==> config.mk <==
export PLATFORM = sky130hd
export DESIGN_NAME = multicycle_processor
export DESIGN_NICKNAME = d
export VERILOG_FILES = /design/src/rtl/multicycle_processor.sv
export SDC_FILE = /design/constraint.sdc
export NUM_CORES = 2
export LEC_CHECK = 0
export BUFFER_PORTS_ARGS = -buffer_cell sky130_fd_sc_hd__buf_2
export CAP_MARGIN = 20
export CORE_MARGIN = 1.5
export CORE_UTILIZATION = 24
export DETAILED_ROUTE_END_ITERATION = 12
export SYNTH_ARGS = -nofsm -noshare
export SYNTH_HDL_FRONTEND = slang
export SYNTH_SLANG_ARGS = --single-unit
==> constraint.sdc <==
create_clock -name clk -period 5.1 [get_ports clk]
set_input_delay 0.765 -clock clk [delete_from_list [all_inputs] [get_ports clk]]
set_output_delay 0.765 -clock clk [all_outputs]
set_load 0.05 [all_outputs]
==> src/rtl/multicycle_processor.sv <==
// Multicycle MIPS-subset core: FETCH/DECODE/EXEC/MEM/WB sequencer with a
// 32x32 register file, registered ALU flags and a memory-ack timeout halt.
module multicycle_processor #(
  parameter int ADDR_W      = 8,
  parameter int RESET_PC    = 0,
  parameter int ACK_TIMEOUT = 16
) (
  input  logic              clk,
  input  logic              clr,
  output logic              mem_req,
  output logic              mem_we,
  output logic [ADDR_W-1:0] mem_addr,
  output logic [31:0]       mem_wdata,
  input  logic [31:0]       mem_rdata,
  input  logic              mem_ack,
  output logic [ADDR_W-1:0] pc,
  output logic [2:0]        state,
  output logic              F_zero,
  output logic              F_overflow,
  output logic              halted,
  output logic [1:0]        err
);
  // state  | meaning
  // FETCH  | read IR at pc, pc += 4 on ack
  // DECODE | read A/B, sign-extend imm, reject illegal encodings
  // EXEC   | ALU op and flags, branch/jump resolve
  // MEM    | lw/sw data access at A+imm
  // WB     | register file write
  // HALT   | frozen until clr
  typedef enum logic [2:0] {
    S_FETCH = 3'd0, S_DECODE = 3'd1, S_EXEC = 3'd2,
    S_MEM = 3'd3, S_WB = 3'd4, S_HALT = 3'd7
  } state_t;

  localparam logic [5:0] OP_R = 6'h00, OP_LW = 6'h23, OP_SW = 6'h2B;
  localparam logic [5:0] OP_BEQ = 6'h04, OP_ADDI = 6'h08, OP_J = 6'h02;
  localparam logic [5:0] FN_ADD = 6'h20, FN_SUB = 6'h22, FN_AND = 6'h24;
  localparam logic [5:0] FN_OR = 6'h25, FN_SLT = 6'h2A;
  localparam int WCW = $clog2(ACK_TIMEOUT + 1);
  localparam logic [WCW-1:0] WAIT_LAST = WCW'(ACK_TIMEOUT - 1);

  state_t state_q, state_d;
  logic [31:0] regs [32];
  logic [31:0] ir, a_q, b_q, imm_q, alu_q, mdr_q;
  logic [ADDR_W-1:0] pc_q;
  logic [WCW-1:0] wait_q;
  logic [1:0] err_q;
  logic zero_q, ovf_q;

  logic [5:0] op, fn;
  logic [4:0] rs, rt, rd, wb_dst;
  logic legal, ack_timeout, alu_ovf;
  logic [31:0] sum_ab, diff_ab, sum_ai, alu_res, br_full, jmp_full;
  logic unused_bits;

  assign op       = ir[31:26];
  assign rs       = ir[25:21];
  assign rt       = ir[20:16];
  assign rd       = ir[15:11];
  assign fn       = ir[5:0];
  assign wb_dst   = (op == OP_R) ? rd : rt;
  assign jmp_full = {4'd0, ir[25:0], 2'b00};
  assign br_full  = 32'(pc_q) + {imm_q[29:0], 2'b00};
  assign unused_bits = ^{ir[10:6], br_full, jmp_full};

  assign pc         = pc_q;
  assign state      = state_q;
  assign F_zero     = zero_q;
  assign F_overflow = ovf_q;
  assign err        = err_q;
  assign halted     = (state_q == S_HALT);

  always_comb begin
    legal = 1'b0;
    case (op)
      OP_R:                             legal = fn inside {FN_ADD, FN_SUB, FN_AND, FN_OR, FN_SLT};
      OP_LW, OP_SW, OP_BEQ, OP_ADDI, OP_J: legal = 1'b1;
      default:                          legal = 1'b0;
    endcase
  end

  always_comb begin
    sum_ab  = a_q + b_q;
    diff_ab = a_q - b_q;
    sum_ai  = a_q + imm_q;
    alu_res = sum_ai;
    alu_ovf = 1'b0;
    case (op)
      OP_R: begin
        case (fn)
          FN_ADD: begin
            alu_res = sum_ab;
            alu_ovf = (a_q[31] == b_q[31]) && (sum_ab[31] != a_q[31]);
          end
          FN_SUB: begin
            alu_res = diff_ab;
            alu_ovf = (a_q[31] != b_q[31]) && (diff_ab[31] != a_q[31]);
          end
          FN_AND:  alu_res = a_q & b_q;
          FN_OR:   alu_res = a_q | b_q;
          FN_SLT:  alu_res = {31'd0, $signed(a_q) < $signed(b_q)};
          default: alu_res = '0;
        endcase
      end
      OP_ADDI: alu_ovf = (a_q[31] == imm_q[31]) && (sum_ai[31] != a_q[31]);
      OP_BEQ:  alu_res = diff_ab;
      OP_J:    alu_res = jmp_full;
      default: ;
    endcase
  end

  always_comb begin
    state_d     = state_q;
    mem_req     = 1'b0;
    mem_we      = 1'b0;
    mem_addr    = pc_q;
    mem_wdata   = '0;
    ack_timeout = 1'b0;
    case (state_q)
      S_FETCH: begin
        mem_req = 1'b1;
        if (mem_ack) state_d = S_DECODE;
        else if (wait_q == WAIT_LAST) begin
          state_d     = S_HALT;
          ack_timeout = 1'b1;
        end
      end
      S_DECODE: state_d = legal ? S_EXEC : S_HALT;
      S_EXEC: begin
        case (op)
          OP_BEQ, OP_J: state_d = S_FETCH;
          OP_LW, OP_SW: state_d = S_MEM;
          default:      state_d = S_WB;
        endcase
      end
      S_MEM: begin
        mem_req  = 1'b1;
        mem_we   = (op == OP_SW);
        mem_addr = alu_q[ADDR_W-1:0];
        if (op == OP_SW) mem_wdata = b_q;
        if (mem_ack) state_d = (op == OP_SW) ? S_FETCH : S_WB;
        else if (wait_q == WAIT_LAST) begin
          state_d     = S_HALT;
          ack_timeout = 1'b1;
        end
      end
      S_WB:    state_d = S_FETCH;
      S_HALT:  state_d = S_HALT;
      default: state_d = S_HALT;
    endcase
  end

  always_ff @(posedge clk) begin
    if (clr) state_q <= S_FETCH;
    else     state_q <= state_d;
  end

  always_ff @(posedge clk) begin
    if (clr) begin
      pc_q   <= ADDR_W'(RESET_PC);
      ir     <= '0;
      a_q    <= '0;
      b_q    <= '0;
      imm_q  <= '0;
      alu_q  <= '0;
      mdr_q  <= '0;
      zero_q <= 1'b0;
      ovf_q  <= 1'b0;
      err_q  <= 2'b00;
      wait_q <= '0;
      for (int i = 0; i < 32; i++) regs[i] <= '0;
    end else begin
      // Counts only consecutive unacked cycles of an active request.
      if ((state_q == S_FETCH || state_q == S_MEM) && !mem_ack)
        wait_q <= ack_timeout ? '0 : wait_q + 1'b1;
      else
        wait_q <= '0;
      if (ack_timeout) err_q <= 2'b10;
      case (state_q)
        S_FETCH: if (mem_ack) begin
          ir   <= mem_rdata;
          pc_q <= pc_q + ADDR_W'(4);
        end
        S_DECODE: begin
          a_q   <= regs[rs];
          b_q   <= regs[rt];
          imm_q <= {{16{ir[15]}}, ir[15:0]};
          if (!legal) err_q <= 2'b01;
        end
        S_EXEC: begin
          alu_q  <= alu_res;
          zero_q <= (alu_res == 32'd0);
          ovf_q  <= alu_ovf;
          if (op == OP_BEQ && a_q == b_q) pc_q <= br_full[ADDR_W-1:0];
          if (op == OP_J)                 pc_q <= jmp_full[ADDR_W-1:0];
        end
        S_MEM: if (mem_ack && op == OP_LW) mdr_q <= mem_rdata;
        S_WB: if (wb_dst != 5'd0) regs[wb_dst] <= (op == OP_LW) ? mdr_q : alu_q;
        default: ;
      endcase
    end
  end
endmodule

Yosys cells after proc, flatten, opt, wreduce, memory -nomap -nowiden:

Memories as Yosys holds them, arrays and structs flattened. A register that Yosys moved wholly into a read port is not among the register bits.
Index checks and enable logic that the tools add are counted.

* word-level logic and storage cells: 107
* output and inout bits: 58
* input port bits: 35
* memory bits (writable): 1024
* flip-flop bits (word level): 132
* memories: 1

Memories
* regs: depth 32, width 32, read ports 2, clocked after Yosys merged registers in 2, write ports 32, RTL line 43 `logic [31:0] regs [32];`

* mux-type cells: 38
* reduce and logical (&&, ||, !) cells: 23
* equality and inequality tests: 25
* order comparisons: 1
* add/subtract/negate cells: 6
* bitwise logic cells: 3

Operators by type and width (number)
* $pmux 32 s5: 1
* $mux 32: 4
* $pmux 32 s3: 1
* $add 32x32->32: 2
* $eq 6x6->1 const B: 7
* $and 32x32->32: 1
* $eq 32x32->1: 1
* $logic_not 32->1: 1
* $lt 32x32->1: 1
* $mux 8: 4
* $or 32x32->32: 1
* $reduce_or 32->1: 1
* $sub 32x32->32: 1
* $pmux 8 s2: 1
* $mux 3: 5
* $pmux 3 s5: 1
* $mux 1: 12
* $mux 5: 2
* $reduce_bool 5->1: 2
* $add 8x3->8 const B: 1
* $add 8x8->8: 1
* $eq 3x2->1 const B: 2
* $eq 3x3->1 const B: 2
* $eq 6x2->1 const B: 1
* 24 further kinds: 40

Logic depth before layout (Yosys ltp):

* depth after elaboration: 9
* gate-level depth with buffers: 16
* mapped depth without buffers: 16

Least setup slack after synthesis:

Ideal clock, no wire load.

* path type: register to register
* start: register ir[31]
* end: memory regs[14][0], enable pin
* arrival time: 3.146 ns
* stages on the path, launching flop included: 9
* slack: 1.560 ns
* data required time: 4.706 ns
* buffers on the path: 2
* setup time: 0.394 ns
* period minus slack after synthesis: 3.540 ns
* path through: dfxtp_1 or4_1 buf_2 or3_1 buf_2 mux2i_1 nor3_1 nand2_1 nand2b_1

RTL lines
* start, declared: RTL line 44 `logic [31:0] ir, a_q, b_q, imm_q, alu_q, mdr_q;`
* start signal, assigned: RTL line 181 `ir <= mem_rdata;`
* end, declared: RTL line 43

Worst setup path after layout:

* start: register a_q[0] (read register of regs)
* end: register zero_q (netlist: F_zero)

* longest elaborated chain between the ends: 4
* elaborated cells between the ends (all ways): 9
* those cells by class: add/sub (3); order compare (1); mux (2); bitwise (2); reduce/logical (1)

RTL lines
* start, declared: RTL line 44
* $sub 32x32->32, or another cell as far along: RTL line 84 `diff_ab = a_q - b_q;`
* $pmux 32 s5: RTL line 90 `case (fn)`
* $pmux 32 s3 *: RTL line 88 `case (op)`
* $logic_not 32->1 *: RTL line 192 `zero_q <= (alu_res == 32'd0);`
* end signal, assigned: RTL line 192
* end, declared: RTL line 48 `logic zero_q, ovf_q;`

Every way passes the cells marked *; elsewhere a longest branch is shown, timed or not.
A chain may end at the register's enable or synchronous reset.

==> run summary <==
outcome - complete, no violations
count of final setup violators - 0
TritonCTS clock tree - built
Worst-Margin Slew - 1.08 ns
initial antenna violation count - 12
Final min period - 4.85 ns
Post-Synth Simple-Gate Area - 11.6%
WHS - 0.258 ns
clock root cell - clkbuf_16
kind of end point of the critical path - register
remaining antenna violation count after routing - 0
clock sink count - 1218
final hold vios - 0
R2R Setup Slk - 0.25 ns
cts repair resizes - 0
R2R cell count - 15
ys async rst share - 0%
clk slew on worst S/H paths - 0.06 ns
Clock Tree Buf Depth - 3
syn avg cell area - 12.6 um^2
crit-path leading delay family - compound AO/OA/AOI/OAI gates
CTS H-tree lvls - 4
io pins - 93
crit-path max FO - 5
total gr overflow - 0
VDD IR max - 0.000324 V
unrepaired setup endpoints after global routing - no
Worst R2R End - F_zero$_SDFFE_PP0P_
Die Y - 530 um
vias in the first global route - 47100
largest net degree at the start of global routing - 93
cell depth of the worst hold path - 3
register area share after synthesis - 52.0%
Post-synth EDFFs - 1024
Synth warnings - 0
Max Cap Viol - 0
Setup TNS - 0 ns
Cell Pwr Density - 471 nW/um^2
Slew HR - 26.4%
CP Cell Sequence - ha_1 -> fa_1 -> a21o_1 -> a221oi_2 -> o21ai_0 -> a2111oi_1 -> o41ai_1 -> xnor2_1 -> o21ai_0 -> a2111oi_0 -> nand4_1 -> nor4_1 -> buf_4 -> nand4_1 -> nand2_1
post-detail-place hpwl - 151 mm
via-per-instance ratio - 5.32
Post-synth top flop - edfxtp_1
Core ar. - 276000 um^2
synth-to-layout area growth - 16.2%
synthesized cell area - 66500 um^2
share of cells above drive strength 1 - 23.7%
Lkg Pwr - 0.0245 uW
post-synthesis compound-gate area fraction - 6.08%
multiplexer share of the synthesized area - 23.4%
Synth Area in XOR/XNOR - 0.829%
DRC - 0
I/O Buffers - 90
die area - 280000 um^2
critical path launch point type - register
Yosys top cell by area - edfxtp_1
Starting Density - 24.1%
first-pass GRT wire length - 338 mm
CTS Hold Bufs - 0
fin crit share - 95.1%
Netlist cell types - 84
top-count cell post-synth - nor2_1
Synth Register Bits - 1218
max-slew violations - 0
WHS Endpoint - ir[22]$_SDFFE_PP0P_
die width - 530 um
worst skew pair latency - 0.79 ns
GPL Wtd Cong - 0.931
beginning of the critical path - a_q[0]$_SDFFE_PP0P_
WP data required - 5.80 ns
HP Start - mem_rdata[22]
Row Count - 193
Iter 0 DRT Violations - 6904
CP Class - reg -> reg
Crit-path slowest cell - a2111oi_1
number of CTS-inserted buffers - 142
top cells by area, synth - edfxtp_1 46%, mux4_2 22%, nor2_1 6.9%
Reg2Reg Launch Point - a_q[0]$_SDFFE_PP0P_
Cells after Synth - 5262
GRT Util Overall - 16.7%
via count - 48100
max incr delay on CP - 0.81 ns
Critical path buffers and inverters - 1
Hold WC Path Type - in -> reg
Final Skew - 0.0443 ns
router iterations before antenna repair - 6
drt wl/cell - 26.5 um
Adder-Cell Fraction of Synth Area - 2.66%
Post CTS Setup Buffer Count - 0
Routed Wire Length - 239 mm
Yosys top cell area share - 46.2%
nets - 5416
Commonest cells post-synth - 1215 x nor2_1, 1024 x edfxtp_1, 640 x mux4_2
CP arrival - 5.55 ns
Fmax - 0.206 GHz
main combinational cell family by area after synthesis - multiplexers
[power by group]
part	total (uW)	internal, uW	leakage, uW	switching [uW]
clock network	9920	5640	0.00217	4280
logic	14000	5250	0.0102	8790
registers	12500	11500	0.0121	1020
[worst min-delay path, cell delays in order]
cell and delay (ns):
buf_2 0.11, nand2_1 0.05, a21oi_1 0.05
[state kept, by name, indices dropped and copies added, names as in the netlist]
register / cells
regs: 1024
a_q: 32
alu_q: 32
b_q: 32
ir: 32
mdr_q: 32
imm_q: 16
pc: 6
wait_q: 5
state: 3
err: 2
F_overflow: 1
F_zero: 1
[routing by layer]
layer	global-route usage (%)	up-vias	share of wire (%)
met4	6.14	10	3.8
li1	-	19800	-
met5	0	-	0.026
met3	3.72	557	11
met1	21.8	24700	38
met2	26.9	3102	47
[area by class of cell]
class                      instances  area, um^2
inverter                         109         409
fill                           27900      199000
multi-input combinational       3470       30300
clock buffer                     175        3780
clock inverter                    64         669
sequential                      1218       34700
antenna                            1        2.50
tap                             3705        4640
timing repair buffer             301        2800
[kinds of logic (layout without fill, tap and decap cells)]
family,after synthesis,in the layout
and+or+nand+nor,1863,1863
DFF,1218,1218
muxes,753,753
AOI/OAI and AO/OA,618,618
buffers and inverters,607,649
adders and majority gates,139,139
xor gates and xnor gates,63,63
other,1,35
[cells in the final DEF (no fill, tap or decap), types with 25 or more instances in the layout]
master and n:
a21oi_1 212, buf_4 153, o21ai_0 86, nand2_1 303, buf_2 89, mux2i_1 78
nand2b_2 31, nand2_2 31, a211oi_1 101, conb_1 34, inv_1 107, clkbuf_16 145
buf_12 54, nor3_1 75, ha_1 135, mux4_2 640, mux2i_4 32, xnor2_1 42
a21o_1 25, dfxtp_1 184, clkbuf_1 26, nand3_1 46, nor2_1 1213, edfxtp_1 1024
[stage by stage]
stage               setup WS (ns)  instance area [um^2]  instances  util [%]  power [uW]
floorplan                    1.56                 66700       5295         -       21100
global placement            0.424                 72400       8780      26.2       26000
detailed placement          0.392                 72500       8785      26.3       26200
CTS                         0.371                 76900       9024      27.9       36000
global route               0.0367                 77300       9043      28.0       37800
finish                      0.250                 77300       9043      28.0       36400
[worst max path at each step]
stage,cells after the start,endpoint,slack [ns]
after floorplan,8,regs[14][0]$_SDFFCE_PN0P_,1.56
after global placement,15,F_zero$_SDFFE_PP0P_,0.42
after detailed placement,15,F_zero$_SDFFE_PP0P_,0.39
after CTS,15,F_zero$_SDFFE_PP0P_,0.37
after global routing,15,F_zero$_SDFFE_PP0P_,0.04
final,15,F_zero$_SDFFE_PP0P_,0.25
Note: power is estimated with default switching activity, not from simulation.
